`src/rtl/ifetch_pkg.sv`:
```
// ifetch_pkg: constants shared by the fetch stage and the core controller.
//   npc_op_e  - 2-bit next-PC select codes (NPC_PC4/BR/JAL/JALR)
//   NOP_INST  - instruction held on inst after reset (addi x0,x0,0)
//   word_align() - clears bits [1:0] of an address
package ifetch_pkg;

   typedef enum logic [1:0] {
      NPC_PC4  = 2'd0,
      NPC_BR   = 2'd1,
      NPC_JAL  = 2'd2,
      NPC_JALR = 2'd3
   } npc_op_e;

   localparam logic [31:0] NOP_INST = 32'h0000_0013;

   function automatic logic [31:0] word_align(input logic [31:0] addr);
      return {addr[31:2], 2'b00};
   endfunction

endpackage

```
`src/rtl/ifetch_npc.sv`:
```
// ifetch_npc: combinational next-PC calculator.
//   i_pc       - current PC
//   i_npc_op   - next-PC select (npc_op_e)
//   i_br_taken - branch condition, only used with NPC_BR
//   i_imm_ext  - sign-extended branch/JAL offset
//   i_alu_c    - JALR target from the ALU
//   o_npc      - next PC, always word aligned, wraps mod 2^32
module ifetch_npc
   import ifetch_pkg::*;
(
   input  logic [31:0] i_pc,
   input  logic [1:0]  i_npc_op,
   input  logic        i_br_taken,
   input  logic [31:0] i_imm_ext,
   input  logic [31:0] i_alu_c,
   output logic [31:0] o_npc
);

   logic [31:0] w_pc4;
   logic [31:0] w_pc_imm;
   logic [31:0] w_target;

   assign w_pc4    = i_pc + 32'd4;
   assign w_pc_imm = i_pc + i_imm_ext;

   always_comb begin
      w_target = w_pc4;
      case (npc_op_e'(i_npc_op))
         NPC_PC4:  w_target = w_pc4;
         NPC_BR:   w_target = i_br_taken ? w_pc_imm : w_pc4;
         NPC_JAL:  w_target = w_pc_imm;
         NPC_JALR: w_target = i_alu_c;
         default:  w_target = w_pc4;
      endcase
   end

   // No misalignment trap: low bits are simply dropped.
   assign o_npc = word_align(w_target);

endmodule

```
`src/rtl/ifetch.sv`:
```
// ifetch: instruction-fetch stage. Owns the PC, fetches over a req/ack
// handshake with timeout/retry, and holds inst/pc/pc4 until step.
//   i_clk, i_rst       - clock, synchronous active-high reset
//   i_npc_op, i_br_taken, i_imm_ext, i_alu_c - next-PC controls
//   i_step             - advance to the next instruction (only when valid)
//   o_irom_req, o_irom_addr, i_irom_ack, i_irom_rdata - memory handshake
//   o_inst, o_pc, o_pc4, o_inst_valid - instruction to decode
//   o_fetch_err        - sticky: a fetch timed out since reset
//
// state   | meaning
// S_REQ   | request asserted at pc, waiting for ack (counting wait cycles)
// S_RETRY | one idle cycle after a timeout, then re-request same pc
// S_VALID | instruction held for decode, waiting for step
module ifetch
   import ifetch_pkg::*;
#(
   parameter logic [31:0] RESET_PC    = 32'h0000_0000,
   parameter int          ACK_TIMEOUT = 16
)(
   input  logic        i_clk,
   input  logic        i_rst,
   input  logic [1:0]  i_npc_op,
   input  logic        i_br_taken,
   input  logic [31:0] i_imm_ext,
   input  logic [31:0] i_alu_c,
   input  logic        i_step,
   output logic        o_irom_req,
   output logic [31:0] o_irom_addr,
   input  logic        i_irom_ack,
   input  logic [31:0] i_irom_rdata,
   output logic [31:0] o_inst,
   output logic [31:0] o_pc,
   output logic [31:0] o_pc4,
   output logic        o_inst_valid,
   output logic        o_fetch_err
);

   typedef enum logic [1:0] {
      S_REQ   = 2'd0,
      S_RETRY = 2'd1,
      S_VALID = 2'd2
   } state_e;

   localparam logic [7:0] WAIT_LAST = 8'(ACK_TIMEOUT - 1);

   state_e      r_state;
   logic [31:0] r_pc;
   logic [31:0] r_inst;
   logic        r_inst_valid;
   logic        r_fetch_err;
   logic [7:0]  r_wait_cnt;
   logic [31:0] w_npc;

   ifetch_npc u_npc (
      .i_pc       (r_pc),
      .i_npc_op   (i_npc_op),
      .i_br_taken (i_br_taken),
      .i_imm_ext  (i_imm_ext),
      .i_alu_c    (i_alu_c),
      .o_npc      (w_npc)
   );

   always_ff @(posedge i_clk) begin
      if (i_rst) begin
         r_state      <= S_REQ;
         r_pc         <= word_align(RESET_PC);
         r_inst       <= NOP_INST;
         r_inst_valid <= 1'b0;
         r_fetch_err  <= 1'b0;
         r_wait_cnt   <= 8'd0;
      end else begin
         case (r_state)
            S_REQ: begin
               if (i_irom_ack) begin
                  r_inst       <= i_irom_rdata;
                  r_inst_valid <= 1'b1;
                  r_state      <= S_VALID;
               end else if (r_wait_cnt == WAIT_LAST) begin
                  r_fetch_err <= 1'b1;
                  r_wait_cnt  <= 8'd0;
                  r_state     <= S_RETRY;
               end else begin
                  r_wait_cnt <= r_wait_cnt + 8'd1;
               end
            end
            // Any ack arriving here belongs to the abandoned request.
            S_RETRY: r_state <= S_REQ;
            S_VALID: begin
               if (i_step) begin
                  r_pc         <= w_npc;
                  r_inst_valid <= 1'b0;
                  r_wait_cnt   <= 8'd0;
                  r_state      <= S_REQ;
               end
            end
            default: r_state <= S_REQ;
         endcase
      end
   end

   assign o_irom_req   = (r_state == S_REQ);
   assign o_irom_addr  = r_pc;
   assign o_inst       = r_inst;
   assign o_pc         = r_pc;
   assign o_pc4        = r_pc + 32'd4;
   assign o_inst_valid = r_inst_valid;
   assign o_fetch_err  = r_fetch_err;

endmodule

```
`config.mk`:
```
export PLATFORM = sky130hd
export DESIGN_NAME = ifetch
export DESIGN_NICKNAME = d
export VERILOG_FILES = /design/src/rtl/ifetch_pkg.sv /design/src/rtl/ifetch_npc.sv /design/src/rtl/ifetch.sv
export SDC_FILE = /design/constraint.sdc
export NUM_CORES = 1
export LEC_CHECK = 0
export ABC_CLOCK_PERIOD_IN_PS = 2600
export BUFFER_PORTS_ARGS = -buffer_cell sky130_fd_sc_hd__buf_2
export CAP_MARGIN = 25
export CORE_MARGIN = 5
export CORE_UTILIZATION = 44
export DETAILED_ROUTE_END_ITERATION = 12
export PLACE_DENSITY = 0.8
export RECOVER_POWER = 100
export SYNTH_ARGS = -nofsm -noshare
export SYNTH_HDL_FRONTEND = slang
export SYNTH_SLANG_ARGS = --single-unit
```
`constraint.sdc`:
```
create_clock -name i_clk -period 2.6 [get_ports i_clk]
set_input_delay 0.26 -clock i_clk [delete_from_list [all_inputs] [get_ports i_clk]]
set_output_delay 0.26 -clock i_clk [all_outputs]
set_load 0.01 [all_outputs]
```
After elaboration in Yosys (flattened, before gate mapping) --
Cells that the tools add are included. W data, S select, Z words.
Word-level totals: flip-flop bits (word level) 74, output and inout bits 131, word-level logic and storage cells 41
Operators by class: $add $sub $neg 3, equal/unequal tests 9, muxes and demuxes 13, bitwise gates (word level) 1, reductions and logical operators 9
Operators by type and width (number):
- $pmux W32 S4 | 1
- $add A32 B3 Y32 const B | 1
- $add A32 B32 Y32 | 1
- $mux W32 | 1
- $mux W8 | 3
- $pmux W8 S2 | 1
- $reduce_and A3 Y1 | 3
- $add A8 B1 Y8 const B | 1
- $eq A8 B4 Y1 const B | 1
- $eq A2 B2 Y1 const B | 3
- $mux W2 | 3
- $reduce_and A2 Y1 | 3
- $logic_not A2 Y1 | 2
- $ne A2 B2 Y1 const B | 2
- $pmux W2 S2 | 1
- $ne A3 B1 Y1 const B | 1
- $eq A2 B1 Y1 const B | 1
- $mux W1 | 2
- $ne A2 B1 Y1 const B | 1
- $pmux W1 S2 | 1
- $reduce_bool A2 Y1 | 1
- $not A1 Y1 | 1

Logic depth before layout (Yosys ltp) --
word-level depth 4, mapped depth 12, depth with buffers taken out 12

Modules after synthesis --
A second synthesis with hierarchy kept.
Unflattened totals: cell total of the unflattened synthesis 891, area, all modules 6492.5 µm²
Modules (own cells, without submodules):
- ifetch | times used 1, cells each 462, area an instance 3587.2 µm²
- ifetch_npc | times used 1, cells each 429, area an instance 2905.3 µm²

Least setup slack after synthesis --
Ideal clock, no wire load.
path kind register to register, start register r_pc[2], in the netlist o_irom_addr[2], end register r_pc[24], in the netlist o_irom_addr[24], setup time 0.127 ns, arrival 2.530 ns, required time 2.473 ns, slack -0.057 ns, cell stages (with the launch flop) 13, cells stage by stage dfxtp_1 -> ha_1 -> inv_1 -> fa_1 -> nor2b_1 -> o31a_1 -> or2_1 -> a21o_1 -> a221oi_2 -> o31a_1 -> nor2_1 -> o32ai_1 -> or3_1
On the way: cells in the longest elaborated chain, start to end 3
Ends and longest elaborated chain:
- from (decl) | line ifetch.sv:47 | logic [31:0] r_pc;
- from (signal assigned) | line ifetch.sv:66 | r_pc <= word_align(RESET_PC);
- from (signal assigned) | line ifetch.sv:90 | r_pc <= w_npc;
- $add A32 B3 Y32 or $add A32 B32 Y32 (tied branches) | line ifetch_npc.sv:23, ifetch_npc.sv:24
- $mux W32 | line ifetch_npc.sv:30 | NPC_BR: w_target = i_br_taken ? w_pc_imm : w_pc4;
- $pmux W32 S4 * | line ifetch_npc.sv:28 | case (npc_op_e'(i_npc_op))
Every way passes the cells marked *; elsewhere a longest branch is shown, timed or not. A chain may end at the register's enable or synchronous reset.

Worst setup path in the final report --
Ends and elaborated chain as after synthesis.

==> qor.csv <==
stage,metric,value,unit
synth,ys_ff_latch,74,
place,io_buffers,223,
global_routing,grt_pass1_wl,29.2,mm
cts,cts_root_buf,clkbuf_16,
pwr,leakage,3.54,nW
finish,antenna_cells,0,
sta,period_needed,2.63,ns
status,run_status,finished with violations,
routing,drcViolationCount,0,
worst_hold_path,hp-class,primary input to flip-flop,
finish,seq_area,1490,um2
pwr,power.share.switching,0.337,
worst_hold_path,hold_path_startpoint,i_irom_rdata[0],
place,preCtsSetupSlack,-0.145,ns
pwr,power.internal,2.46,mW
routing,wl,19.1,mm
sta,slew_headroom,0.662,
synth,synth_seq_area_share,0.273,
floorplan,initial_utilization,0.450,
sta,setup_viol,3,
routing,route.vias.total,6168,
routing,antenna_left,0,
worst_setup_path,end_kind,flip-flop,
floorplan,fp.dieH,121,um
worst_setup_path,worstPathRequired,2.81,ns
synth,synth_cell_types,64,
pwr,vdd_ir_drop_max,0.282,mV
sta,fin_skew,0.00844,ns
sta,final_max_slew_viol_count,0,
finish,fin_nets,1086,
worst_hold_path,hold_depth,3,
worst_setup_path,start_kind,flip-flop,
floorplan,core-area,12100,um2
sta,max_freq,0.380,GHz
synth,syn-cell-area,5420,um2
global_routing,grt_util_met2,0.415,
cts,clk_pin_slew,0.06,ns
synth,synth_top_area_share,0.273,
worst_setup_path,regToRegStartpoint,o_irom_addr[2],
routing,drtIter0Drc,383,
synth,synth_async_sr_flop_share,0,
finish,final_cell_mix,"188 x buf_2, 113 x nand2_1, 84 x a21oi_1",
synth,syn_avg_cell_area,7.58,um2
sta,hold_violations,0,
floorplan,num_rows,40,
finish,area_delta_synth_final,36.9,%
sta,worstMarginPinSlew,0.503,ns
sta,min_period_over_period,1.01,
pwr,power.density,500,nW/um2
pwr,seq_power_share,0.341,
synth,ys_warn_count,0,
worst_setup_path,worst_r2r_path_depth,12,
global_routing,grt_use_total,0.245,
synth,synth_flop_cell,dfxtp_1,
finish,mostFrequentLayoutCell,buf_2,
finish,fillerInstances,1120,
worst_setup_path,critPathMaxFanout,4,
cts,cts_made_buffers,9,
global_routing,use_met3,0.0424,
routing,drtPass1Iterations,5,
floorplan,ioPinCount,234,
finish,drive_gt1_frac,0.355,
routing,vias_per_cell,5.49,
global_routing,grt-ovfl-total,0,
floorplan,dieArea,14600,um2
sta,setup_tns,-0.0588,ns
routing,wl_per_cell,17.0,um
global_routing,grt_pass1_vias,5891,
floorplan,die_w,121,um
finish,multi_input_comb_area,3730,um2
cts,clk_path_buf_depth,2,
synth,syn_inst,715,
sta,setup_ws,-0.0340,ns
place,place_congestion,0.906,
worst_setup_path,arrival,2.85,ns
worst_setup_path,worst-setup-path-type,flip-flop to flip-flop,
cts,insertion_delay,0.33,ns
synth,synth_top_area_cell,dfxtp_1,
global_routing,grt_max_degree,43,
worst_hold_path,hold_end,o_inst[0],
global_routing,grt_busiest_layer,met2,
status,violations,setup timing,
job,max_cap_violations,0,
synth,synth_edf_count,0,
synth,synthTopCellsByArea,"dfxtp_1 27%, a21oi_1 8.3%, nand2_1 7.8%, ha_1 7.2%, xnor2_1 6.1%",
worst_setup_path,r2r_end,o_irom_addr[24],
global_routing,antenna_found_initial,0,
sta,rsz0062_at_grt,yes,
cts,cts_max_level,3,
cts,cts_tree,yes,
cts,cts.sinks,74,
pwr,clockPowerShare,0.348,
worst_setup_path,rrSetupSlack,-0.03,ns
global_routing,use_met1,0.314,
pwr,p_switching,1.25,mW
place,dpl.hpwl,14.1,mm
pwr,comb_power_share,0.311,
==> power by group through the flow <==
stage               Clock (mW)  Sequential, mW  Combinational, mW
floorplan                    0            1.33              0.642
global placement             0            1.28               1.07
detailed placement           0            1.29               1.09
CTS                       1.32            1.26               1.11
global route              1.37            1.28               1.26
finish                    1.29            1.27               1.15
==> flip-flops by register name, summed over array words and instances, names as in the netlist <==
register      flops
o_fetch_err       1
r_state           2
o_irom_addr      30
o_inst           32
r_wait_cnt        8
o_inst_valid      1
==> worst max-delay path by stage <==
stage,slack [ns],endpoint,cells past startpoint,startpoint
6_report,-0.03,o_irom_addr[24],12,o_irom_addr[2]
5_1_grt,-0.16,o_irom_addr[24],12,o_irom_addr[2]
4_1_cts,-0.001,o_pc4[20],10,o_irom_addr[2]
2_1_floorplan,0.03,o_irom_addr[24],11,o_irom_addr[3]
3_5_place_dp,-0.15,o_irom_addr[30],13,i_imm_ext[2]
3_3_place_gp,-0.11,o_irom_addr[30],13,i_imm_ext[2]
==> worst max-delay path: stages, from the launching register on <==
cell      delay (ns)
dfxtp_2         0.35
ha_4            0.13
inv_2           0.04
fa_2            0.36
nor2b_2         0.13
o31a_1          0.18
or2_1           0.14
a21o_1          0.16
a221oi_2        0.08
o31a_1          0.34
nor2_1          0.17
o32ai_2         0.10
or3_1           0.35
==> through the flow <==
stage	util	instances	total power, mW	hold WS, ns	instance area [um2]
finish	0.616	1124	3.72	0.137	7420
floorplan	-	720	1.98	0.377	5440
global route	0.616	1124	3.91	0.148	7420
detailed placement	0.567	1099	2.37	0.444	6840
global placement	0.567	1099	2.36	0.433	6840
CTS	0.600	1120	3.69	0.128	7230
==> per-layer routing <==
metal	routed length, um	vias to the layer above
met3	1360	43
met2	9220	277
met4	516	0
met5	0	-
li1	-	3011
met1	8000	2837
==> cells by family (layout without fill, tap and decap cells) <==
group	after synthesis	after routing	share of synthesized area
compound gates	215	215	0.253
xor+xnor	54	54	0.0886
fa+ha+maj	32	32	0.0752
buf+inv	86	322	0.0863
flops	74	74	0.273
other cells	1	6	0.000692
simple gates	253	253	0.223
==> cell usage after synthesis (all sizes together), types with 2 or more instances <==
library cell / count
o31a: 2
nor2b: 5
inv: 9
ha: 31
buf: 44
a22oi: 2
nand3: 25
or3: 5
o21a: 6
and4: 3
nor2: 41
xor2: 15
o41ai: 2
o31ai: 4
a21o: 19
clkbuf: 33
a21oi: 90
or2: 2
nor4: 6
a311oi: 3
nor3: 9
o32ai: 4
o21bai: 2
xnor2: 39
o22ai: 2
nand2: 113
and2: 7
nand4: 17
o21ai: 35
a221oi: 24
and3: 14
a211oi: 5
dfxtp: 74
a221o: 2
a31oi: 6
==> layout make-up <==
type                    count  share of cell area
inverters                   9             0.00455
multi-input cells         560               0.503
flip-flops and latches     74               0.201
well taps                 168              0.0283
repair buffers            297               0.222
clock inverters             7              0.0110
clock buffers               9              0.0303
==> what timing repair did <==
item,CTS,global route
hold buffers,0,0
pin swaps,12,29
endpoints found under the setup margin,12,27
buffers inserted,5,5
resized for setup,12,43
No activity file was read; power rests on OpenSTA's default activity.
